==> src/rtl/mdio_pkg.sv <==
// mdio_pkg
// Constants and types shared by the MDIO management-side generator and by
// receptorMDIO: frame layout, opcodes, widths, FSM state encoding and the
// debug view of the generator FSM.
package mdio_pkg;

  localparam int FRAME_W = 32;
  localparam int DATA_W  = 16;

  // Frame field bit positions (MSB first on the wire).
  localparam int FRM_ST_MSB    = 31;
  localparam int FRM_ST_LSB    = 30;
  localparam int FRM_OP_MSB    = 29;
  localparam int FRM_OP_LSB    = 28;
  localparam int FRM_PHYAD_MSB = 27;
  localparam int FRM_PHYAD_LSB = 23;
  localparam int FRM_REGAD_MSB = 22;
  localparam int FRM_REGAD_LSB = 18;
  localparam int FRM_TA_MSB    = 17;
  localparam int FRM_TA_LSB    = 16;
  localparam int FRM_DATA_MSB  = 15;
  localparam int FRM_DATA_LSB  = 0;

  localparam logic [1:0] OP_WRITE = 2'b01;
  localparam logic [1:0] OP_READ  = 2'b10;

  // Bit counter: loaded with the index of the first frame bit; a read frame
  // leaves SEND after the bit whose index is READ_LAST_TX (end of TA).
  localparam logic [4:0] BIT_CNT_INIT = 5'd31;
  localparam logic [4:0] READ_LAST_TX = 5'd16;

  typedef enum logic [1:0] {
    IDLE = 2'd0,
    SEND = 2'd1,
    RECV = 2'd2
  } mdio_state_e;

  // Debug view of the generator: FSM state, bit counter and MDC strobes.
  typedef struct packed {
    mdio_state_e state;
    logic [4:0]  bit_cnt;
    logic        rise_tick;
    logic        fall_tick;
  } mdio_dbg_t;

  // Only OP=10 is a read; every other opcode is serialized as a write.
  function automatic logic is_read_op(input logic [1:0] op);
    return op == OP_READ;
  endfunction

endpackage

==> src/rtl/mdio_generator_mdc_divider.sv <==
// mdc_divider
// Generates MDC from CLK. While en_i is low MDC is held at 0 and the phase
// counter is cleared, so the first rising MDC edge comes MDC_HALF CLK cycles
// after en_i goes high.
// Ports:
//   clk_i        system clock
//   rst_ni       asynchronous active-low reset
//   en_i         run the divider (high while a frame is in progress)
//   mdc_o        registered management clock
//   rise_tick_o  high in the cycle whose closing CLK edge takes MDC to 1
//   fall_tick_o  high in the cycle whose closing CLK edge takes MDC to 0
module mdc_divider #(
  parameter int MDC_HALF = 1
) (
  input  logic clk_i,
  input  logic rst_ni,
  input  logic en_i,
  output logic mdc_o,
  output logic rise_tick_o,
  output logic fall_tick_o
);

  localparam int CW = (MDC_HALF > 1) ? $clog2(MDC_HALF) : 1;
  localparam logic [CW-1:0] CNT_LAST = CW'(MDC_HALF - 1);

  logic [CW-1:0] cnt_q, cnt_d;
  logic          mdc_q, mdc_d;
  logic          half_done;

  assign half_done   = en_i && (cnt_q == CNT_LAST);
  assign rise_tick_o = half_done && !mdc_q;
  assign fall_tick_o = half_done &&  mdc_q;
  assign mdc_o       = mdc_q;

  always_comb begin
    cnt_d = cnt_q;
    mdc_d = mdc_q;
    if (!en_i) begin
      cnt_d = '0;
      mdc_d = 1'b0;
    end else if (half_done) begin
      cnt_d = '0;
      mdc_d = !mdc_q;
    end else begin
      cnt_d = cnt_q + 1'b1;
    end
  end

  always_ff @(posedge clk_i or negedge rst_ni) begin
    if (!rst_ni) begin
      cnt_q <= '0;
      mdc_q <= 1'b0;
    end else begin
      cnt_q <= cnt_d;
      mdc_q <= mdc_d;
    end
  end

endmodule

==> src/rtl/mdio_generator.sv <==
// mdio_generator
// Management-side MDIO controller. A 0->1 edge on MDIO_START seen in IDLE
// latches T_DATA and serializes it MSB first on MDIO_OUT (MDIO_OE=1), with
// MDIO_OUT changing only as MDC falls. Read frames (OP=10) release the line
// after TA and shift 16 bits of MDIO_IN into RD_DATA, then pulse DATA_RDY.
// Ports:
//   CLK         system clock
//   reset       asynchronous active-low reset
//   MDIO_START  start request (rising edge, ignored while busy)
//   T_DATA      32-bit management frame
//   MDIO_IN     serial data from the PHY
//   MDC         management clock, 0 when idle
//   MDIO_OUT    serial frame bit
//   MDIO_OE     high while this block drives the line
//   RD_DATA     last captured read data
//   DATA_RDY    one-CLK pulse when RD_DATA is updated
//   STATE_DBG   FSM state, bit counter and MDC strobes
// Handshake: no valid/ready; a start is accepted only in IDLE, and requests
// arriving while busy are dropped rather than queued.
module mdio_generator
  import mdio_pkg::*;
#(
  parameter int MDC_HALF = 1
) (
  input  logic               CLK,
  input  logic               reset,
  input  logic               MDIO_START,
  input  logic [FRAME_W-1:0] T_DATA,
  input  logic               MDIO_IN,
  output logic               MDC,
  output logic               MDIO_OUT,
  output logic               MDIO_OE,
  output logic [DATA_W-1:0]  RD_DATA,
  output logic               DATA_RDY,
  output mdio_dbg_t          STATE_DBG
);

  mdio_state_e        state_q, state_d;
  logic [FRAME_W-1:0] shift_q, shift_d;
  logic [4:0]         bit_cnt_q, bit_cnt_d;
  logic               rd_op_q, rd_op_d;
  logic [DATA_W-2:0]  rx_q, rx_d;
  logic [DATA_W-1:0]  rd_data_q, rd_data_d;
  logic               rdy_q, rdy_d;
  logic               start_q;
  logic               start_edge;
  logic               rise_tick, fall_tick;

  mdc_divider #(.MDC_HALF(MDC_HALF)) u_mdc_divider (
    .clk_i       (CLK),
    .rst_ni      (reset),
    .en_i        (state_q != IDLE),
    .mdc_o       (MDC),
    .rise_tick_o (rise_tick),
    .fall_tick_o (fall_tick)
  );

  assign start_edge = MDIO_START && !start_q;

  // The shift register MSB is the bit on the wire; it only moves on
  // fall_tick, so MDIO_OUT is stable across every MDC rising edge.
  assign MDIO_OE   = (state_q == SEND);
  assign MDIO_OUT  = (state_q == SEND) && shift_q[FRAME_W-1];
  assign RD_DATA   = rd_data_q;
  assign DATA_RDY  = rdy_q;
  assign STATE_DBG = '{state: state_q, bit_cnt: bit_cnt_q,
                       rise_tick: rise_tick, fall_tick: fall_tick};

  always_comb begin
    state_d   = state_q;
    shift_d   = shift_q;
    bit_cnt_d = bit_cnt_q;
    rd_op_d   = rd_op_q;
    rx_d      = rx_q;
    rd_data_d = rd_data_q;
    rdy_d     = 1'b0;
    case (state_q)
      IDLE: begin
        if (start_edge) begin
          shift_d   = T_DATA;
          bit_cnt_d = BIT_CNT_INIT;
          rd_op_d   = is_read_op(T_DATA[FRM_OP_MSB:FRM_OP_LSB]);
          state_d   = SEND;
        end
      end
      SEND: begin
        if (fall_tick) begin
          shift_d = {shift_q[FRAME_W-2:0], 1'b0};
          if (rd_op_q && (bit_cnt_q == READ_LAST_TX)) begin
            bit_cnt_d = bit_cnt_q - 5'd1;
            state_d   = RECV;
          end else if (bit_cnt_q == 5'd0) begin
            state_d = IDLE;
          end else begin
            bit_cnt_d = bit_cnt_q - 5'd1;
          end
        end
      end
      RECV: begin
        // fall_tick marks the CLK edge that ends the MDC high phase.
        if (fall_tick) begin
          rx_d = {rx_q[DATA_W-3:0], MDIO_IN};
          if (bit_cnt_q == 5'd0) begin
            rd_data_d = {rx_q, MDIO_IN};
            rdy_d     = 1'b1;
            state_d   = IDLE;
          end else begin
            bit_cnt_d = bit_cnt_q - 5'd1;
          end
        end
      end
      default: state_d = IDLE;
    endcase
  end

  always_ff @(posedge CLK or negedge reset) begin
    if (!reset) begin
      state_q   <= IDLE;
      shift_q   <= '0;
      bit_cnt_q <= '0;
      rd_op_q   <= 1'b0;
      rx_q      <= '0;
      rd_data_q <= '0;
      rdy_q     <= 1'b0;
      start_q   <= 1'b0;
    end else begin
      state_q   <= state_d;
      shift_q   <= shift_d;
      bit_cnt_q <= bit_cnt_d;
      rd_op_q   <= rd_op_d;
      rx_q      <= rx_d;
      rd_data_q <= rd_data_d;
      rdy_q     <= rdy_d;
      start_q   <= MDIO_START;
    end
  end

endmodule

==> config.mk <==
export PLATFORM = sky130hd
export DESIGN_NAME = mdio_generator
export DESIGN_NICKNAME = d
export VERILOG_FILES = /design/src/rtl/mdio_pkg.sv /design/src/rtl/mdio_generator_mdc_divider.sv /design/src/rtl/mdio_generator.sv
export SDC_FILE = /design/constraint.sdc
export NUM_CORES = 1
export LEC_CHECK = 0
export CORE_MARGIN = 4
export CORE_UTILIZATION = 30
export CTS_BUF_LIST = sky130_fd_sc_hd__clkbuf_4
export DETAILED_ROUTE_END_ITERATION = 10
export SKIP_LAST_GASP = 1
export SYNTH_ARGS = -nofsm -noshare
export SYNTH_HDL_FRONTEND = slang
export SYNTH_HIERARCHICAL = 1
export SYNTH_SLANG_ARGS = --single-unit
==> constraint.sdc <==
create_clock -name CLK -period 3.25 [get_ports CLK]
set_input_delay 0.325 -clock CLK [delete_from_list [all_inputs] [get_ports CLK]]
set_output_delay 0.325 -clock CLK [all_outputs]
set_load 0.03 [all_outputs]
==> results of run 1 <==
==> layout by cell type, fill, tap and decap left out, types with 2 or more instances in the layout <==
cell             instances
a21oi_1                 32
a22o_1                   5
and2_1                   2
buf_4                    6
bufinv_16                2
clkbuf_4                 9
clkdlybuf4s50_1         63
clkinv_2                 2
dfrtp_1                 75
ha_1                     4
inv_1                    8
mux2_2                  22
mux2_4                   9
mux2i_1                 32
nand2_1                  2
nand2b_1                 4
nor2_1                  32
nor3b_1                  2
o21ai_0                 13
==> final cells by class <==
type,count,area (um^2),share of cell area (%)
clock buffer,9,67.6,1.59
tap,140,175,4.12
timing repair buffer,69,676,15.9
sequential,75,1880,44.1
inverter,8,30.0,0.705
clock inverter,6,81.3,1.91
multi-input combinational,176,1350,31.7
==> power by group through the flow <==
stage | combinational [uW] | clock [uW] | sequential [uW]
2_1_floorplan | 1030 | 0 | 1430
3_3_place_gp | 1480 | 0 | 1380
3_5_place_dp | 1520 | 0 | 1390
4_1_cts | 1520 | 653 | 1370
5_1_grt | 1680 | 688 | 1410
6_report | 1500 | 618 | 1370
==> flip-flops by register name, summed over array words and instances (netlist names) <==
| signal | cells |
|---|---|
| state_q | 2 |
| RD_DATA | 16 |
| rx_q | 15 |
| bit_cnt_q | 5 |
| rd_op_q | 1 |
| shift_q | 32 |
| u_mdc_divider/mdc_o | 1 |
| start_q | 1 |
| DATA_RDY | 1 |
| u_mdc_divider/cnt_q | 1 |
==> cells in the mapped netlist <==
| master | number | area share [%] |
|---|---|---|
| a211oi_1 | 1 | 0.22 |
| a21oi_1 | 32 | 4.8 |
| a21oi_2 | 1 | 0.26 |
| a22o_1 | 5 | 1.3 |
| a2bb2oi_1 | 1 | 0.26 |
| a32o_1 | 1 | 0.30 |
| and2_1 | 2 | 0.37 |
| and3_1 | 1 | 0.19 |
| and3b_2 | 1 | 0.30 |
| buf_1 | 3 | 0.34 |
| buf_12 | 1 | 0.60 |
| buf_2 | 1 | 0.15 |
| buf_4 | 2 | 0.45 |
| buf_6 | 1 | 0.34 |
| clkbuf_1 | 8 | 0.90 |
| conb_1 | 1 | 0.11 |
| dfrtp_1 | 75 | 56 |
| ha_1 | 5 | 1.9 |
| inv_1 | 8 | 0.90 |
| mux2_2 | 22 | 7.4 |
| mux2_4 | 9 | 4.0 |
| mux2i_1 | 32 | 9.6 |
| nand2_1 | 2 | 0.22 |
| nand2b_1 | 4 | 0.75 |
| nand3_1 | 1 | 0.15 |
| nand3b_1 | 1 | 0.22 |
| nor2_1 | 32 | 3.6 |
| nor3_1 | 1 | 0.15 |
| nor3b_1 | 2 | 0.45 |
| o21ai_0 | 13 | 1.9 |
| o21ba_2 | 1 | 0.30 |
| o31ai_1 | 1 | 0.22 |
| or2_1 | 1 | 0.19 |
| or2_2 | 1 | 0.19 |
| or4b_4 | 1 | 0.41 |
| xnor2_1 | 1 | 0.26 |
==> path summary, 6_finish.rpt <==
kind,start,endpoint,depth (start not counted)
worst max-delay path,state_q[0],STATE_DBG[1],5
worst min-delay path,reset,rx_q[12],1
worst max register to register,state_q[0],RD_DATA[2],9
worst min register to register,RD_DATA[4],RD_DATA[4],1
max in group asynchronous,reset,shift_q[16],1
min in group CLK,MDIO_START,start_q,1
==> critical path, stage by stage (launching register included) <==
cell and delay, ns:
dfrtp_1 0.44, inv_1 0.10, ha_1 0.30, inv_1 0.12, nor3b_1 0.28, clkdlybuf4s50_1 0.73
==> metrics by stage <==
step / cell area (um^2) / hold WS, ns / total power (uW)
floorplan: 3340 / 0.0294 / 2460
finish: 4260 / 0.0545 / 3480
global placement: 4110 / 0.492 / 2860
global route: 4260 / 0.0963 / 3780
detailed placement: 4110 / 0.497 / 2910
CTS: 4260 / 0.0714 / 3550
==> layer usage <==
metal | track usage, % | part of all wire (%) | routed length (um)
met4 | 3.13 | 1.3 | 89
met5 | 0 | 0 | 0
met2 | 17.0 | 48 | 3180
met1 | 14.7 | 47 | 3130
met3 | 3.02 | 3.3 | 217
==> cell families after synthesis <==
| group | after synthesis | synth area share (%) |
|---|---|---|
| AO/OA/AOI/OAI | 56 | 9.63 |
| XOR/XNOR | 1 | 0.262 |
| other | 1 | 0.112 |
| adder cells (fa/ha/maj) | 5 | 1.87 |
| AND/OR/NAND/NOR | 50 | 7.19 |
| multiplexers | 63 | 21.1 |
| flip-flops | 75 | 56.2 |
| buffers and inverters | 24 | 3.67 |
==> results.sh, run 1 <==
export IMPL_status="finished clean"
export IMPL_final_instance_count_excl_fill=483
export IMPL_max_freq_mhz=372
export IMPL_ctsHoldBuffers=0
export IMPL_grt_pass1_wl_mm=11.2
export IMPL_period_share_pct=82.8
export IMPL_h_tree_depth=3
export IMPL_fin_tns_setup_ns=0
export IMPL_startpoint_type="flop"
export IMPL_synth_seq_cells=75
export IMPL_p_per_area_nw_per_um2=818
export IMPL_postCtsSetupRepairBufs=0
export IMPL_comb_power_share_pct=43.0
export IMPL_io_buffers=64
export IMPL_worst_pin_slew_ns=0.946
export IMPL_insertion_delay_ns=0.40
export IMPL_path_class="flop to output port"
export IMPL_finalHoldViolCount=0
export IMPL_path_clk_slew_ns=0.12
export IMPL_layout_drive_gt1_share_pct=16.6
export IMPL_ant_nets=0
export IMPL_firstDrtPassIters=4
export IMPL_slew_violations=0
export IMPL_post_place_ws_ns=0.873
export IMPL_ys_warn_count=6
export IMPL_drt_iter0_markers=97
export IMPL_seq_area_frac_synth_pct=56.2
export IMPL_syn2layout_area_growth_pct=27.5
export IMPL_drt_total_wl_mm=6.61
export IMPL_fill_cells=1065
export IMPL_gp_congestion=0.739
export IMPL_core_area_um2=10900
export IMPL_cts_resized=0
export IMPL_synth_cells=275
export IMPL_route_vias_total=2195
export IMPL_gr_total_overflow=0
export IMPL_utilization_pct=39.1
export IMPL_grt_pass1_vias=2254
export IMPL_drc=0
export IMPL_setup_ws_ns=0.560
export IMPL_dp_cells=468
export IMPL_worstPathMaxFanout=6
export IMPL_rsz0062_at_grt="false"
export IMPL_ir_drop_mv=0.415
export IMPL_avgViaCountPerCell=4.54
export IMPL_nets=380
export IMPL_intPower_uw=2170
export IMPL_seq_power_share_pct=39.3
export IMPL_power_leakage_uw=0.00203
export IMPL_cp_end_kind="output port"
export IMPL_clock_path_buffers=2
export IMPL_start_util_pct=30.7
export IMPL_fp_dieW_um=114
export IMPL_drv_cap=0
export IMPL_yosysUniqueCellTypes=36
export IMPL_clockPowerShare_pct=17.8
export IMPL_synth_area_um2=3340
export IMPL_hpwl_mm=4.53
export IMPL_synth_avg_cell_area_um2=12.1
export IMPL_grt_max_degree=76
export IMPL_die_height_um=114
export IMPL_clock_skew_ns=0.0111
export IMPL_cts_buffers=9
export IMPL_routedWlPerCell_um=13.7
export IMPL_p_switching_uw=1310
export IMPL_ios=65
export IMPL_reg2reg_slack_ns=0.89
export IMPL_track_usage_pct=10.8
export IMPL_p_sw_share_pct=37.7
export IMPL_slew_limit_headroom_pct=36.9
export IMPL_holdCritPathClass="primary input to async pin"
export IMPL_cts_sinks=75
export IMPL_cts_tree="yes"
export IMPL_dieArea_um2=12900
export IMPL_grt_antenna_before_repair=0
export IMPL_synth_nets=316
export IMPL_period_needed_ns=2.69
export IMPL_fp_row_count=38
export IMPL_antenna_cells=0
export IMPL_required_ns=2.92
export IMPL_setup_violations=0
export IMPL_arrival_ns=2.36
export IMPL_cts_root_buf="clkbuf_4"
Power figures use the tool's default switching activity.
==> run 2, diff against run 1 <==
clock period = 2.8 ns   (was 3.25 ns; I/O delays follow)
==> run 2 against run 1 <==
Against the previous run: the run now ends with hold timing left; critical path depth did not move; non-clock buffer count is the same; design area is 0.73% lower; total power rose by 12%.
==> results.sh, run 2 (same netlist as run 1, synthesis figures left out) <==
export IMPL_h_tree_depth=3
export IMPL_avgViaCountPerCell=4.66
export IMPL_track_usage_pct=11.1
export IMPL_slew_violations=0
export IMPL_dieArea_um2=12900
export IMPL_largest_reg_flops=32
export IMPL_post_place_ws_ns=0.581
export IMPL_path_clk_slew_ns=0.12
export IMPL_clock_skew_ns=0.0145
export IMPL_gp_congestion=0.760
export IMPL_insertion_delay_ns=0.42
export IMPL_cts_resized=0
export IMPL_multi_input_area_um2=1350
export IMPL_fin_tns_setup_ns=0
export IMPL_ctsHoldBuffers=0
export IMPL_r2r_cells=9
export IMPL_grt_antenna_before_repair=0
export IMPL_cts_tree="yes"
export IMPL_final_cell_mix="dfrtp_1 (75), clkdlybuf4s50_1 (62), mux2i_1 (32), nor2_1 (32), a21oi_1 (32)"
export IMPL_arrival_ns=2.28
export IMPL_power_leakage_uw=0.00203
export IMPL_cts_sinks=75
export IMPL_top_register="shift_q"
export IMPL_cts_root_buf="clkbuf_4"
export IMPL_fill_cells=1071
export IMPL_routedWlPerCell_um=13.8
export IMPL_setup_violations=0
export IMPL_hpwl_mm=4.62
export IMPL_cp_end_kind="output port"
export IMPL_io_buffers=64
export IMPL_fp_dieW_um=114
export IMPL_grt_pass1_vias=2294
export IMPL_drc=0
export IMPL_grt_max_degree=76
export IMPL_die_height_um=114
export IMPL_final_common_cell="dfrtp_1"
export IMPL_fp_row_count=38
export IMPL_clock_path_buffers=2
export IMPL_drt_total_wl_mm=6.68
export IMPL_worstPathMaxFanout=6
export IMPL_period_needed_ns=2.56
export IMPL_holdCritPathClass="primary input to async pin"
export IMPL_seq_area_um2=1880
export IMPL_grt_pass1_wl_mm=11.2
export IMPL_rr_startpoint="state_q[0]"
export IMPL_cts_buffers=9
export IMPL_layout_drive_gt1_share_pct=16.6
export IMPL_p_per_area_nw_per_um2=923
export IMPL_slew_limit_headroom_pct=37.4
export IMPL_startpoint_type="flop"
export IMPL_status="complete, but fails checks"
export IMPL_worstSetupStartpoint="state_q[0]"
export IMPL_whs_ns=-0.0108
export IMPL_gr_total_overflow=0
export IMPL_finalHoldViolCount=20
export IMPL_firstDrtPassIters=7
export IMPL_period_share_pct=91.6
export IMPL_start_util_pct=30.7
export IMPL_postCtsSetupRepairBufs=0
export IMPL_setup_ws_ns=0.236
export IMPL_ir_drop_mv=0.483
export IMPL_route_vias_total=2257
export IMPL_worst_pin_slew_ns=0.939
export IMPL_ant_nets=0
export IMPL_core_area_um2=10900
export IMPL_required_ns=2.52
export IMPL_drv_cap=0
export IMPL_syn2layout_area_growth_pct=26.5
export IMPL_rsz0062_at_grt="false"
export IMPL_nets=380
export IMPL_path_class="flop to output port"
export IMPL_max_freq_mhz=390
export IMPL_violations="hold timing"
export IMPL_drt_iter0_markers=90
export IMPL_ios=65
-- run 2: metrics by stage --
stage                     cell area (um^2)  hold WS (ns)  total power [uW]  utilization, %  std cells
after floorplan                       3340       -0.0156              2860               -        275
after global placement                4120         0.484              3340            37.8        468
after detailed placement              4120         0.493              3400            37.8        468
after CTS                             4220       0.00885              3970            38.8        483
after global routing                  4220        0.0225              4230            38.8        483
final                                 4230       -0.0108              3900            38.8        484
-- run 2: final cells by class --
cell class | instances | share of cell area, %
antenna | 1 | 0.0592
clock buffer | 9 | 1.60
clock inverter | 6 | 0.770
inverter | 8 | 0.711
multi-input combinational | 176 | 32.0
sequential | 75 | 44.4
tap | 140 | 4.15
timing repair buffer | 69 | 16.3
-- run 2: worst paths after layout --
kind / endpoint / slack, ns
min in group CLK: start_q / 0.34
setup / recovery: STATE_DBG[0] / 0.24
hold / removal: RD_DATA[15] / -0.01
hold reg to reg: RD_DATA[1] / 0.52
setup reg to reg: bit_cnt_q[0] / 0.56
max in group asynchronous: rd_op_q / 2.19
-- run 2: critical path, cell delays in order (launching register included) --
cell	delay (ns)
dfrtp_1	0.43
inv_1	0.09
ha_1	0.30
inv_1	0.12
and3b_2	0.22
clkdlybuf4s50_1	0.71
-- run 2: where the power goes --
group          switching (uW)  internal, uW
Sequential                193          1390
Clock                     372           172
Combinational             979           799
Total                    1540          2360
-- run 2: routing by layer --
metal | track usage [%] | vias up | wire (um)
li1 | - | 1089 | -
met4 | 5.29 | 0 | 141
met2 | 16.9 | 53 | 3120
met3 | 3.45 | 17 | 293
met5 | 0 | - | 0
met1 | 14.4 | 1098 | 3120
==> run 3, diff against run 2 <==
clock period = 3.3 ns   (was 2.8 ns; I/O delays follow)
==> run 3 against run 2 <==
Against the previous run: the run now ends clean; clock skew down 0.0013 ns; global-route usage fell by 0.48 points; utilization rose by 0.24 points; register-to-register slack improved by 0.33 ns; non-clock buffer count unchanged; combinational power shrank 17%; count of clock-buffer cells in the layout is the same; clock power increased by 7.0%; first-iteration DRC count increased by 7.8%; setup slack improved by 0.38 ns.
==> results.sh, run 3 (same netlist as run 1, synthesis figures left out) <==
export IMPL_status="finished clean"
export IMPL_p_per_area_nw_per_um2=799
export IMPL_core_area_um2=10900
export IMPL_required_ns=2.97
export IMPL_startpoint_type="flop"
export IMPL_seq_power_share_pct=39.5
export IMPL_die_height_um=114
export IMPL_holdCritPathClass="primary input to async pin"
export IMPL_grt_antenna_before_repair=0
export IMPL_cts_tree="yes"
export IMPL_ir_drop_mv=0.436
export IMPL_cts_buffers=9
export IMPL_intPower_uw=2070
export IMPL_path_clk_slew_ns=0.13
export IMPL_p_switching_uw=1320
export IMPL_clock_path_buffers=2
export IMPL_ios=65
export IMPL_cts_sinks=75
export IMPL_insertion_delay_ns=0.41
export IMPL_route_vias_total=2183
export IMPL_antenna_cells=0
export IMPL_rsz0062_at_grt="false"
export IMPL_arrival_ns=2.36
export IMPL_r2r_cells=9
export IMPL_postCtsSetupRepairBufs=0
export IMPL_nets=380
export IMPL_final_instance_count_excl_fill=484
export IMPL_drc=0
export IMPL_start_util_pct=30.7
export IMPL_finalHoldViolCount=0
export IMPL_dpl_cell_area_um2=4110
export IMPL_cts_resized=0
export IMPL_cp_end_kind="output port"
export IMPL_top_register="shift_q"
export IMPL_gr_total_overflow=0
export IMPL_worstPathMaxFanout=6
export IMPL_cp_common_cell="inv_1"
export IMPL_ctsHoldBuffers=0
export IMPL_clockPowerShare_pct=17.1
export IMPL_fp_dieW_um=114
export IMPL_final_cell_mix="dfrtp_1 (75), clkdlybuf4s50_1 (63), mux2i_1 (32), nor2_1 (32), a21oi_1 (32)"
export IMPL_track_usage_pct=10.6
export IMPL_power_leakage_uw=0.00203
export IMPL_largest_reg_flops=32
export IMPL_setup_violations=0
export IMPL_dieArea_um2=12900
export IMPL_routedWlPerCell_um=13.5
export IMPL_clock_skew_ns=0.0133
export IMPL_reg2reg_to="RD_DATA[4]"
export IMPL_p_sw_share_pct=39.0
export IMPL_h_tree_depth=3
export IMPL_hpwl_mm=4.42
export IMPL_utilization_pct=39.0
export IMPL_period_needed_ns=2.69
export IMPL_multi_input_area_um2=1350
export IMPL_avgViaCountPerCell=4.51
export IMPL_grt_pass1_vias=2254
export IMPL_cts_root_buf="clkbuf_4"
export IMPL_critPathSlowestCell="clkdlybuf4s50_1"
export IMPL_final_common_cell="dfrtp_1"
export IMPL_slew_violations=0
export IMPL_syn2layout_area_growth_pct=27.3
export IMPL_worst_pin_slew_ns=0.935
export IMPL_reg2reg_slack_ns=0.89
export IMPL_seq_area_um2=1880
export IMPL_drt_iter0_markers=97
export IMPL_rr_startpoint="state_q[0]"
export IMPL_dp_cells=468
export IMPL_gp_congestion=0.735
export IMPL_slew_limit_headroom_pct=37.7
export IMPL_path_class="flop to output port"
export IMPL_grt_max_degree=76
export IMPL_drt_total_wl_mm=6.53
export IMPL_period_share_pct=81.4
export IMPL_critical_path_max_stage_delay_ns=0.72
export IMPL_comb_power_share_pct=43.4
export IMPL_fill_cells=1047
export IMPL_crit_chain="inv_1, ha_1, inv_1, nor3b_1, clkdlybuf4s50_1"
export IMPL_fp_row_count=38
export IMPL_io_buffers=64
export IMPL_firstDrtPassIters=4
export IMPL_grt_pass1_wl_mm=11.0
export IMPL_fin_tns_setup_ns=0
export IMPL_max_freq_mhz=372
export IMPL_final_area_um2=4250
export IMPL_layout_drive_gt1_share_pct=16.9
export IMPL_ant_nets=0
export IMPL_drv_cap=0
[run 3: worst max-delay path by stage]
stage	startpoint	endpoint	slack [ns]	depth (start not counted)
3_3_place_gp	state_q[0]	RD_DATA[3]	1.00	9
3_5_place_dp	state_q[0]	RD_DATA[5]	0.91	9
2_1_floorplan	state_q[1]	MDIO_OUT	0.94	5
6_report	state_q[0]	STATE_DBG[1]	0.61	5
5_1_grt	state_q[0]	STATE_DBG[1]	0.41	5
4_1_cts	state_q[0]	STATE_DBG[1]	0.52	5
[run 3: stage by stage]
| stage | hold WS, ns | setup WS (ns) | total power (uW) |
|---|---|---|---|
| 6_report | 0.0270 | 0.615 | 3390 |
| 5_1_grt | 0.0830 | 0.411 | 3670 |
| 4_1_cts | 0.0606 | 0.523 | 3450 |
| 3_5_place_dp | 0.492 | 0.907 | 2850 |
| 3_3_place_gp | 0.493 | 1.00 | 2810 |
| 2_1_floorplan | 0.0344 | 0.941 | 2430 |
[run 3: final cells by class]
type	instances	share of cell area (%)
clock buffer	9	1.59
clock inverter	7	1.80
inverter	8	0.706
multi-input combinational	176	31.8
sequential	75	44.1
tap	140	4.12
timing repair buffer	69	15.9
[run 3: worst max-delay path: cells and delay by family, from the launching register on]
kind	cells	cell delay, ns
flip-flops	1	0.44
adder cells (fa/ha/maj)	1	0.30
buffers and inverters	3	0.96
AND/OR/NAND/NOR	1	0.24
[run 3: power groups by stage]
stage | registers [uW] | logic [uW] | clock network, uW
after global placement | 1350 | 1460 | 0
after global routing | 1380 | 1640 | 650
after floorplan | 1410 | 1020 | 0
after detailed placement | 1360 | 1490 | 0
final | 1340 | 1470 | 582
after CTS | 1340 | 1500 | 611
[run 3: layer usage]
metal	GRT usage [%]	share of wire, %
met2	16.0	47
met4	3.37	1.1
met5	0	0
met1	14.5	47
met3	3.55	4.7
